==> src/rtl/mux_scan_pkg.sv <==
// Shared types for the scanning N:1 multiplexer: mode encodings, FSM states
// and the state decode used by the top-level controller.
package mux_scan_pkg;

    localparam logic MODE_MANUAL = 1'b0;
    localparam logic MODE_SCAN   = 1'b1;

    typedef enum logic [1:0] {
        ST_IDLE = 2'd0,
        ST_MAN  = 2'd1,
        ST_SCAN = 2'd2
    } state_t;

    // The state is a pure function of en/mode each cycle; history lives in the counters.
    function automatic state_t decode_state(input logic en, input logic mode);
        if (!en) return ST_IDLE;
        return (mode == MODE_SCAN) ? ST_SCAN : ST_MAN;
    endfunction

endpackage

==> src/rtl/mux_nx1.sv <==
// Combinational N:1 word selector over a flat bus; an index outside
// 0..N_CH-1 falls back to channel 0.
module mux_nx1 #(
    parameter int N_CH = 4,
    parameter int DW   = 8,
    localparam int SW  = (N_CH > 1) ? $clog2(N_CH) : 1
) (
    input  logic [N_CH*DW-1:0] data_in,
    input  logic [SW-1:0]      sel,
    output logic [DW-1:0]      data_out
);

    always_comb begin
        data_out = data_in[DW-1:0];
        for (int k = 0; k < N_CH; k++) begin
            if (sel == SW'(k)) data_out = data_in[k*DW +: DW];
        end
    end

endmodule

==> src/rtl/mux_scan_nx1.sv <==
// N:1 channel multiplexer with registered output, offering a manual select
// mode and an auto-scan mode with a programmable per-channel dwell.
module mux_scan_nx1
    import mux_scan_pkg::*;
#(
    parameter int N_CH    = 4,
    parameter int DW      = 8,
    parameter int DWELL_W = 8,
    localparam int SW     = (N_CH > 1) ? $clog2(N_CH) : 1
) (
    input  logic               clk,
    input  logic               rst,
    input  logic               en,
    input  logic               mode,
    input  logic [SW-1:0]      sel_in,
    input  logic [DWELL_W-1:0] dwell,
    input  logic [N_CH*DW-1:0] data_in,
    output logic [DW-1:0]      data_out,
    output logic [SW-1:0]      ch_out,
    output logic               valid,
    output logic               wrap
);

    localparam logic [SW:0]   NCH_EXT = (SW+1)'(N_CH);
    localparam logic [SW-1:0] LAST_CH = SW'(N_CH - 1);

    state_t             state, state_nxt;
    logic [SW-1:0]      idx, idx_nxt;
    logic [DWELL_W-1:0] cnt, cnt_nxt;
    logic [DWELL_W-1:0] dwell_q, dwell_nxt;
    logic               wrap_pend, wrap_pend_nxt;
    logic [DW-1:0]      data_nxt;
    logic [SW-1:0]      ch_nxt;
    logic               valid_nxt, wrap_nxt;

    logic               restart;
    logic [SW-1:0]      man_ch, scan_idx, mux_sel;
    logic [DWELL_W-1:0] scan_cnt, slot_len;
    logic               slot_start;
    logic [DW-1:0]      mux_word;

    // Coming straight out of MAN the scan always begins at channel 0, cycle 0.
    assign state_nxt  = decode_state(en, mode);
    assign restart    = (state == ST_MAN);
    assign scan_idx   = restart ? '0 : idx;
    assign scan_cnt   = restart ? '0 : cnt;
    assign slot_start = (scan_cnt == '0);
    assign slot_len   = slot_start ? dwell : dwell_q;
    assign man_ch     = ({1'b0, sel_in} < NCH_EXT) ? sel_in : '0;
    assign mux_sel    = (state_nxt == ST_MAN) ? man_ch : scan_idx;

    mux_nx1 #(
        .N_CH (N_CH),
        .DW   (DW)
    ) u_mux (
        .data_in  (data_in),
        .sel      (mux_sel),
        .data_out (mux_word)
    );

    always_ff @(posedge clk or posedge rst) begin
        if (rst) begin
            state     <= ST_IDLE;
            idx       <= '0;
            cnt       <= '0;
            dwell_q   <= '0;
            wrap_pend <= 1'b0;
            data_out  <= '0;
            ch_out    <= '0;
            valid     <= 1'b0;
            wrap      <= 1'b0;
        end else begin
            state     <= state_nxt;
            idx       <= idx_nxt;
            cnt       <= cnt_nxt;
            dwell_q   <= dwell_nxt;
            wrap_pend <= wrap_pend_nxt;
            data_out  <= data_nxt;
            ch_out    <= ch_nxt;
            valid     <= valid_nxt;
            wrap      <= wrap_nxt;
        end
    end

    // IDLE holds everything but drops the strobes; wrap_pend bridges the roll
    // from the last channel to the slot-start cycle of channel 0.
    always_comb begin
        idx_nxt       = idx;
        cnt_nxt       = cnt;
        dwell_nxt     = dwell_q;
        wrap_pend_nxt = wrap_pend;
        data_nxt      = data_out;
        ch_nxt        = ch_out;
        valid_nxt     = 1'b0;
        wrap_nxt      = 1'b0;
        case (state_nxt)
            ST_MAN: begin
                data_nxt      = mux_word;
                ch_nxt        = man_ch;
                valid_nxt     = 1'b1;
                idx_nxt       = '0;
                cnt_nxt       = '0;
                wrap_pend_nxt = 1'b0;
            end
            ST_SCAN: begin
                data_nxt  = mux_word;
                ch_nxt    = scan_idx;
                valid_nxt = slot_start;
                wrap_nxt  = slot_start && wrap_pend;
                if (slot_start) begin
                    dwell_nxt     = dwell;
                    wrap_pend_nxt = 1'b0;
                end
                if (scan_cnt == slot_len) begin
                    cnt_nxt = '0;
                    if (scan_idx == LAST_CH) begin
                        idx_nxt       = '0;
                        wrap_pend_nxt = 1'b1;
                    end else begin
                        idx_nxt = scan_idx + SW'(1);
                    end
                end else begin
                    cnt_nxt = scan_cnt + DWELL_W'(1);
                    idx_nxt = scan_idx;
                end
            end
            default: ;
        endcase
    end

endmodule

==> config.mk <==
export PLATFORM = sky130hd
export DESIGN_NAME = mux_scan_nx1
export DESIGN_NICKNAME = d
export VERILOG_FILES = /design/src/rtl/mux_scan_pkg.sv /design/src/rtl/mux_nx1.sv /design/src/rtl/mux_scan_nx1.sv
export SDC_FILE = /design/constraint.sdc
export NUM_CORES = 1
export LEC_CHECK = 0
export CORE_MARGIN = 3
export CORE_UTILIZATION = 48
export CTS_CLUSTER_SIZE = 16
export DETAILED_ROUTE_END_ITERATION = 8
export PLACE_DENSITY = 0.79
export SKIP_LAST_GASP = 1
export SLEW_MARGIN = 25
export SYNTH_ARGS = -nofsm -noshare
export SYNTH_HDL_FRONTEND = slang
export SYNTH_SLANG_ARGS = --single-unit
==> constraint.sdc <==
create_clock -name clk -period 4.05 [get_ports clk]
set_input_delay 0.6075 -clock clk [delete_from_list [all_inputs] [get_ports clk]]
set_output_delay 0.6075 -clock clk [all_outputs]
set_load 0.05 [all_outputs]
==> results of run 1 <==
[metrics by stage]
step | hold slack [ns] | cell area, sq um | utilization (%) | cells | worst slack, ns
2_1_floorplan | 0.454 | 2010 | - | 210 | 0.339
3_3_place_gp | 0.468 | 2660 | 69.0 | 312 | 0.287
3_5_place_dp | 0.477 | 2660 | 69.0 | 312 | 0.186
4_1_cts | 0.491 | 2750 | 71.2 | 319 | 0.173
5_1_grt | 0.515 | 2760 | 71.7 | 319 | 0.0891
6_report | 0.495 | 2760 | 71.7 | 319 | 0.259
[sequential cells by signal (all words and copies together) (netlist names)]
signal / cells
cnt: 8
data_out: 8
dwell_q: 8
ch_out: 2
idx: 2
state: 2
valid: 1
wrap: 1
wrap_pend: 1
[power by group]
part	total [mW]	switching (mW)	internal, mW	leakage (nW)
Sequential	0.424	0.0377	0.386	0.414
Clock	0.247	0.112	0.135	0.0443
Combinational	0.414	0.219	0.196	0.786
[synth_stat cells]
library cell,n
sky130_fd_sc_hd__and2_1,3
sky130_fd_sc_hd__dfrtp_1,33
sky130_fd_sc_hd__o21a_1,1
sky130_fd_sc_hd__nor3_1,7
sky130_fd_sc_hd__o2bb2ai_1,2
sky130_fd_sc_hd__a221o_1,1
sky130_fd_sc_hd__a21oi_1,13
sky130_fd_sc_hd__and4_4,1
sky130_fd_sc_hd__mux2_2,16
sky130_fd_sc_hd__o22ai_1,6
sky130_fd_sc_hd__or4_4,1
sky130_fd_sc_hd__a211oi_1,8
sky130_fd_sc_hd__a211o_1,2
sky130_fd_sc_hd__a221oi_1,2
sky130_fd_sc_hd__o21ai_1,1
sky130_fd_sc_hd__o21ai_0,8
sky130_fd_sc_hd__o211ai_2,1
sky130_fd_sc_hd__nand3_1,4
sky130_fd_sc_hd__o31ai_1,2
sky130_fd_sc_hd__nand2_1,13
sky130_fd_sc_hd__a32o_1,1
sky130_fd_sc_hd__nor2b_1,9
sky130_fd_sc_hd__and3_1,3
sky130_fd_sc_hd__nor4_1,1
sky130_fd_sc_hd__nor2_1,10
sky130_fd_sc_hd__a22oi_1,1
sky130_fd_sc_hd__nand4_1,2
sky130_fd_sc_hd__xnor2_1,3
sky130_fd_sc_hd__mux2i_1,15
sky130_fd_sc_hd__nor3b_1,1
sky130_fd_sc_hd__inv_1,15
sky130_fd_sc_hd__ha_1,3
sky130_fd_sc_hd__nand2b_1,3
sky130_fd_sc_hd__a22o_1,1
sky130_fd_sc_hd__or4b_4,1
sky130_fd_sc_hd__clkbuf_1,9
sky130_fd_sc_hd__a21o_1,2
sky130_fd_sc_hd__nand3b_1,1
sky130_fd_sc_hd__or2_4,2
sky130_fd_sc_hd__or3_1,1
sky130_fd_sc_hd__o221ai_1,1
[metal layers]
metal | share of wire, % | vias up | routed length, um | GRT usage (%)
met5 | 0 | - | 0 | 0
met4 | 2.1 | 0 | 105 | 9.19
met3 | 4.3 | 8 | 219 | 4.40
met2 | 50 | 40 | 2530 | 34.5
met1 | 43 | 861 | 2190 | 26.8
li1 | - | 888 | - | -
[area by class of cell]
type                    instances  area, sq um
repair buffers                 63          616
inverters                      15         56.3
multi-input cells             153         1120
flip-flops and latches         33          826
clock buffers                   7         86.3
fillers                       302         1090
well taps                      48         60.1
[cell families after synthesis]
kind of cell,Yosys count,synth area share (%)
muxes,31,16.4
buffers and inverters,24,4.47
DFF,33,41.0
AOI/OAI and AO/OA,53,17.7
adders and majority gates,3,1.86
xor gates and xnor gates,3,1.31
and+or+nand+nor,63,17.3
[worst max-delay path, cell delays in order (launching register included)]
cell and delay, ns:
sky130_fd_sc_hd__dfrtp_1 0.38, sky130_fd_sc_hd__nand2b_2 0.28, sky130_fd_sc_hd__nand2_2 0.16, sky130_fd_sc_hd__ha_1 0.29
sky130_fd_sc_hd__or4b_4 0.52, sky130_fd_sc_hd__o21ai_1 0.21, sky130_fd_sc_hd__mux2_2 0.35, sky130_fd_sc_hd__a221o_1 0.32
sky130_fd_sc_hd__or4_4 0.44, sky130_fd_sc_hd__or2_4 0.29, sky130_fd_sc_hd__and3_1 0.18, sky130_fd_sc_hd__a211o_1 0.25
[what timing repair did]
| action | in CTS | in global routing |
|---|---|---|
| gates resized for setup | 0 | 4 |
| hold buffers | 0 | 0 |
| buffers inserted | 0 | 0 |
| endpoints found under the hold margin | 0 | 0 |
| endpoints found under the setup margin | 0 | 5 |
[path summary, 6_finish.rpt]
path	from	endpoint	slack (ns)	depth (start not counted)
worst max-delay path	state[1]$_DFF_PP0_	idx[0]$_DFFE_PP0P_	0.26	11
worst min-delay path	idx[0]$_DFFE_PP0P_	idx[0]$_DFFE_PP0P_	0.49	1
worst max register to register	state[1]$_DFF_PP0_	idx[0]$_DFFE_PP0P_	0.26	11
worst min register to register	idx[0]$_DFFE_PP0P_	idx[0]$_DFFE_PP0P_	0.49	1
max in group asynchronous	rst	data_out[5]$_DFFE_PP0P_	2.64	3
min in group asynchronous	rst	dwell_q[1]$_DFFE_PP0P_	0.72	2
==> flow_metrics.tcl, run 1 <==
set metrics [dict create \
    yosys.area.top_type_share_pct 41.0 \
    post-synth-top-area-cell "sky130_fd_sc_hd__dfrtp_1" \
    synth_area_sq_mm 0.00201 \
    irDropWorstVdd_uv 297 \
    io_pins 58 \
    drt_first_iter_violations 122 \
    die_outline_area_sq_mm 0.00501 \
    wl_per_cell_um 15.8 \
    ys_types 41 \
    pwr_density_cell_mw_per_mm2 393 \
    cts_made_buffers 5 \
    worst_setup_path_end_kind "register" \
    antenna-diode-count 0 \
    dpl.hpwl_um 3980 \
    drive_above_1_share_pct 14.0 \
    routed_via_density 5.63 \
    design.final.nets 320 \
    routed_wl_um 5050 \
    grt.total_usage_pct 21.1 \
    layout_common_cells "57 x sky130_fd_sc_hd__clkdlybuf4s50_1, 33 x sky130_fd_sc_hd__dfrtp_1, 16 x sky130_fd_sc_hd__mux2_2" \
    postRouteAntennaNets 0 \
    postSynthAreaPerCell_sq_um 9.59 \
    insertion_delay_ns 0.28 \
    p_leak_nw 1.24 \
    cts_tree "built" \
    cts.path.max_buffers 2 \
    die_w_um 70.8 \
    firstDrtPassIters 4 \
    timing.clock.skew_ns 0.00628 \
    drv.max_cap_violation_count 0 \
    slew_headroom_pct 51.4 \
    finalHoldViolations 0 \
    post_layout_power_mw 1.08 \
    critical_path.max_fanout 10 \
    antenna_found_initial 0 \
    yosysSeqAreaShare_pct 41.0 \
    maximum_frequency_from_static_timing_analysis_mhz 264 \
    die_h_um 70.8 \
    outcome "finished, final reports clean" \
    effective_utilization_at_floorplan_pct 52.2 \
    place.port_buffers 57 \
    critical_path_required_ns 4.22 \
    worstSetupPathType "reg -> reg" \
    design.core.area_sq_mm 0.00385 \
    final_common_cell "sky130_fd_sc_hd__clkdlybuf4s50_1" \
    final-setup-viol-count 0 \
    drc_violation_count_after_routing 0 \
    max_slew.worst_pin.slew_ns 0.727 \
    min_path_type "reg -> reg" \
    post_synth_main_area_contributors "sky130_fd_sc_hd__dfrtp_1 41%, sky130_fd_sc_hd__mux2_2 8.9%, sky130_fd_sc_hd__mux2i_1 7.5%" \
    number_of_cells_produced_by_synthesis 210 \
    globalplace.congestion 0.973 \
    synth_net_count 259 \
    grt_max_degree 25 \
    cts_root_buf "sky130_fd_sc_hd__clkbuf_8" \
    yosysWarnings 0 \
    area_growth_syn_to_layout_pct 37.2 \
    grt_setup_unrepaired "no" \
    clock_sink_count 33 \
    slew_viol_final 0 \
    crit_arrival_ns 3.96 \
    period_needed_ns 3.79 \
    grt_pass1_wl_um 8330 \
    globalRoute.totalOverflow 0 \
    floorplan.rows 22 \
    clk_pin_slew_ns 0.06 \
    fin_setup_tns_ns 0 \
    layout_worst_path_cycle_share_pct 93.6 \
    routed-via-count 1797 \
    grt_pass1_vias 1705 \
    startpoint_class_of_the_critical_path "register" \
    cts_htree_levels 2 \
    yosys_register_bits 33 \
]
(Power assumes the default switching activity.)
==> run 2: changes to the inputs <==
--- a/config.mk
+++ b/config.mk
@@ -6,10 +6,10 @@
 export NUM_CORES = 1
 export LEC_CHECK = 0
 export CORE_MARGIN = 3
-export CORE_UTILIZATION = 48
+export CORE_UTILIZATION = 51
 export CTS_CLUSTER_SIZE = 16
 export DETAILED_ROUTE_END_ITERATION = 8
-export PLACE_DENSITY = 0.79
+export PLACE_DENSITY = 0.83
 export SKIP_LAST_GASP = 1
 export SLEW_MARGIN = 25
 export SYNTH_ARGS = -nofsm -noshare
==> constraint.sdc (replaced) <==
create_clock -name clk -period 4.7 [get_ports clk]
set_input_delay 0.705 -clock clk [delete_from_list [all_inputs] [get_ports clk]]
set_output_delay 0.705 -clock clk [all_outputs]
set_load 0.05 [all_outputs]
==> flow_metrics.tcl, run 2 (same netlist as run 1, synthesis figures left out) <==
set metrics [dict create \
    irDropWorstVdd_uv 272 \
    finalHoldViolations 0 \
    min_path_type "reg -> reg" \
    die_outline_area_sq_mm 0.00474 \
    cts_made_buffers 5 \
    design.core.area_sq_mm 0.00374 \
    fin_setup_tns_ns 0 \
    die_w_um 68.8 \
    grt.total_usage_pct 24.6 \
    final-setup-viol-count 0 \
    reg2reg_setup_slack_ns 0.31 \
    drv.max_cap_violation_count 0 \
    clk_pin_slew_ns 0.07 \
    cp_cell_sequence "nand2b_1 -> nand2_1 -> ha_1 -> or4b_4 -> o21ai_1 -> mux2_2 -> a221o_1 -> or4_4 -> o211ai_2 -> nor2_1 -> a211o_1" \
    outcome "finished, final reports clean" \
    grt_max_degree 34 \
    critical_path.max_fanout 14 \
    globalplace.congestion 0.943 \
    crit_arrival_ns 4.56 \
    drive_above_1_share_pct 12.3 \
    grt_pass1_vias 1818 \
    worstRegToRegCells 11 \
    wl_per_cell_um 16.3 \
    grt_pass1_wl_um 8540 \
    globalRoute.totalOverflow 0 \
    die_h_um 68.8 \
    layout.cells.non_filler 316 \
    startpoint_class_of_the_critical_path "register" \
    dpl.hpwl_um 3990 \
    period_needed_ns 4.39 \
    routed_wl_um 5140 \
    drt_first_iter_violations 165 \
    finalWorstSetupSlack_ns 0.309 \
    routed_via_density 5.69 \
    final_common_cell "sky130_fd_sc_hd__clkdlybuf4s50_1" \
    area_growth_syn_to_layout_pct 35.4 \
    worstSetupPathType "reg -> reg" \
    routed-via-count 1799 \
    slew_headroom_pct 47.4 \
    post_cts.repair.setup_buffers 0 \
    post_layout_power_mw 0.930 \
    cts_htree_levels 2 \
    drc_violation_count_after_routing 0 \
    pwr_density_cell_mw_per_mm2 341 \
    slowest_delay_ns 0.52 \
    io_pins 58 \
    dpl_worst_slack_ns 0.359 \
    timing.critical_path.max_delay_family "simple AND/OR/NAND/NOR gates" \
    design.final.nets 317 \
    place.port_buffers 57 \
    antenna_found_initial 0 \
    floorplan.rows 22 \
    slew_viol_final 0 \
    n_fill_cell 293 \
    postRouteAntennaNets 0 \
    cts_tree "built" \
    timing.clock.skew_ns 0.00653 \
    insertion_delay_ns 0.28 \
    max_slew.worst_pin.slew_ns 0.774 \
    crit_path_top_delay_cell "sky130_fd_sc_hd__or4b_4" \
    effective_utilization_at_floorplan_pct 53.8 \
    p_leak_nw 1.21 \
    worstPathBufferInverterCount 0 \
    cts.path.max_buffers 2 \
    grt_setup_unrepaired "no" \
    maximum_frequency_from_static_timing_analysis_mhz 228 \
    holdBufCountCts 0 \
    critical_path.startpoint "state[1]$_DFF_PP0_" \
    crit-reg2reg-launch "state[1]$_DFF_PP0_" \
    holdWs_ns 0.502 \
    clock_sink_count 33 \
    timing.rr.end "cnt[6]$_DFFE_PP0P_" \
    crit_end "cnt[6]$_DFFE_PP0P_" \
    placed_cells_incl_taps 309 \
    layout_common_cells "57 x sky130_fd_sc_hd__clkdlybuf4s50_1, 33 x sky130_fd_sc_hd__dfrtp_1, 16 x sky130_fd_sc_hd__mux2_2" \
    critical_path_required_ns 4.87 \
    largestRegisters "cnt x8, data_out x8, dwell_q x8" \
    cts_root_buf "sky130_fd_sc_hd__clkbuf_8" \
    crit_cells 11 \
    cts_resized 0 \
    antenna-diode-count 0 \
    worst_setup_path_end_kind "register" \
    layout_worst_path_cycle_share_pct 93.4 \
    firstDrtPassIters 4 \
]
## run 2: routing by layer
layer  GRT usage, %  part of all wire, %  vias up
li1               -                    -      881
met1           30.5                   42      859
met2           41.8                   52       48
met3           5.35                  4.1       11
met4           8.76                  1.8        0
met5              0                    0        -
## run 2: worst min-delay path by stage
| stage | slack [ns] | end | startpoint | depth (start not counted) |
|---|---|---|---|---|
| 2_1_floorplan | 0.45 | idx[0]$_DFFE_PP0P_ | idx[0]$_DFFE_PP0P_ | 1 |
| 3_3_place_gp | 0.47 | idx[0]$_DFFE_PP0P_ | idx[0]$_DFFE_PP0P_ | 1 |
| 3_5_place_dp | 0.49 | idx[0]$_DFFE_PP0P_ | idx[0]$_DFFE_PP0P_ | 1 |
| 4_1_cts | 0.50 | idx[0]$_DFFE_PP0P_ | idx[0]$_DFFE_PP0P_ | 1 |
| 5_1_grt | 0.52 | dwell_q[5]$_DFFE_PP0P_ | dwell_q[5]$_DFFE_PP0P_ | 1 |
| 6_report | 0.50 | idx[0]$_DFFE_PP0P_ | idx[0]$_DFFE_PP0P_ | 1 |
## run 2: final cells by class
| class | instances | area [sq um] | area share (%) |
|---|---|---|---|
| clock buffer | 7 | 86.3 | 3.17 |
| sequential | 33 | 826 | 30.3 |
| tap | 48 | 60.1 | 2.20 |
| timing repair buffer | 60 | 593 | 21.8 |
| multi-input combinational | 153 | 1100 | 40.5 |
| inverter | 15 | 56.3 | 2.07 |
## run 2: through the flow
step                      instance area [sq um]  utilization (%)
after floorplan                            2010                -
after global placement                     2640             70.4
after detailed placement                   2640             70.5
after CTS                                  2730             72.8
after global routing                       2730             72.8
final                                      2730             72.8
## run 2: worst reg2reg max path, stage by stage (launching register included)
cell	delay, ns
sky130_fd_sc_hd__dfrtp_1	0.38
sky130_fd_sc_hd__nand2b_1	0.38
sky130_fd_sc_hd__nand2_1	0.30
sky130_fd_sc_hd__ha_1	0.34
sky130_fd_sc_hd__or4b_4	0.53
sky130_fd_sc_hd__o21ai_1	0.48
sky130_fd_sc_hd__mux2_2	0.39
sky130_fd_sc_hd__a221o_1	0.32
sky130_fd_sc_hd__or4_4	0.43
sky130_fd_sc_hd__o211ai_2	0.37
sky130_fd_sc_hd__nor2_1	0.09
sky130_fd_sc_hd__a211o_1	0.27
## run 2: power by group
| part | switching (mW) | total, mW | leakage (nW) | internal (mW) |
|---|---|---|---|---|
| Combinational | 0.188 | 0.351 | 0.752 | 0.163 |
| Sequential | 0.0329 | 0.366 | 0.414 | 0.333 |
| Clock | 0.0972 | 0.213 | 0.0443 | 0.116 |
| Total | 0.318 | 0.930 | 1.21 | 0.612 |
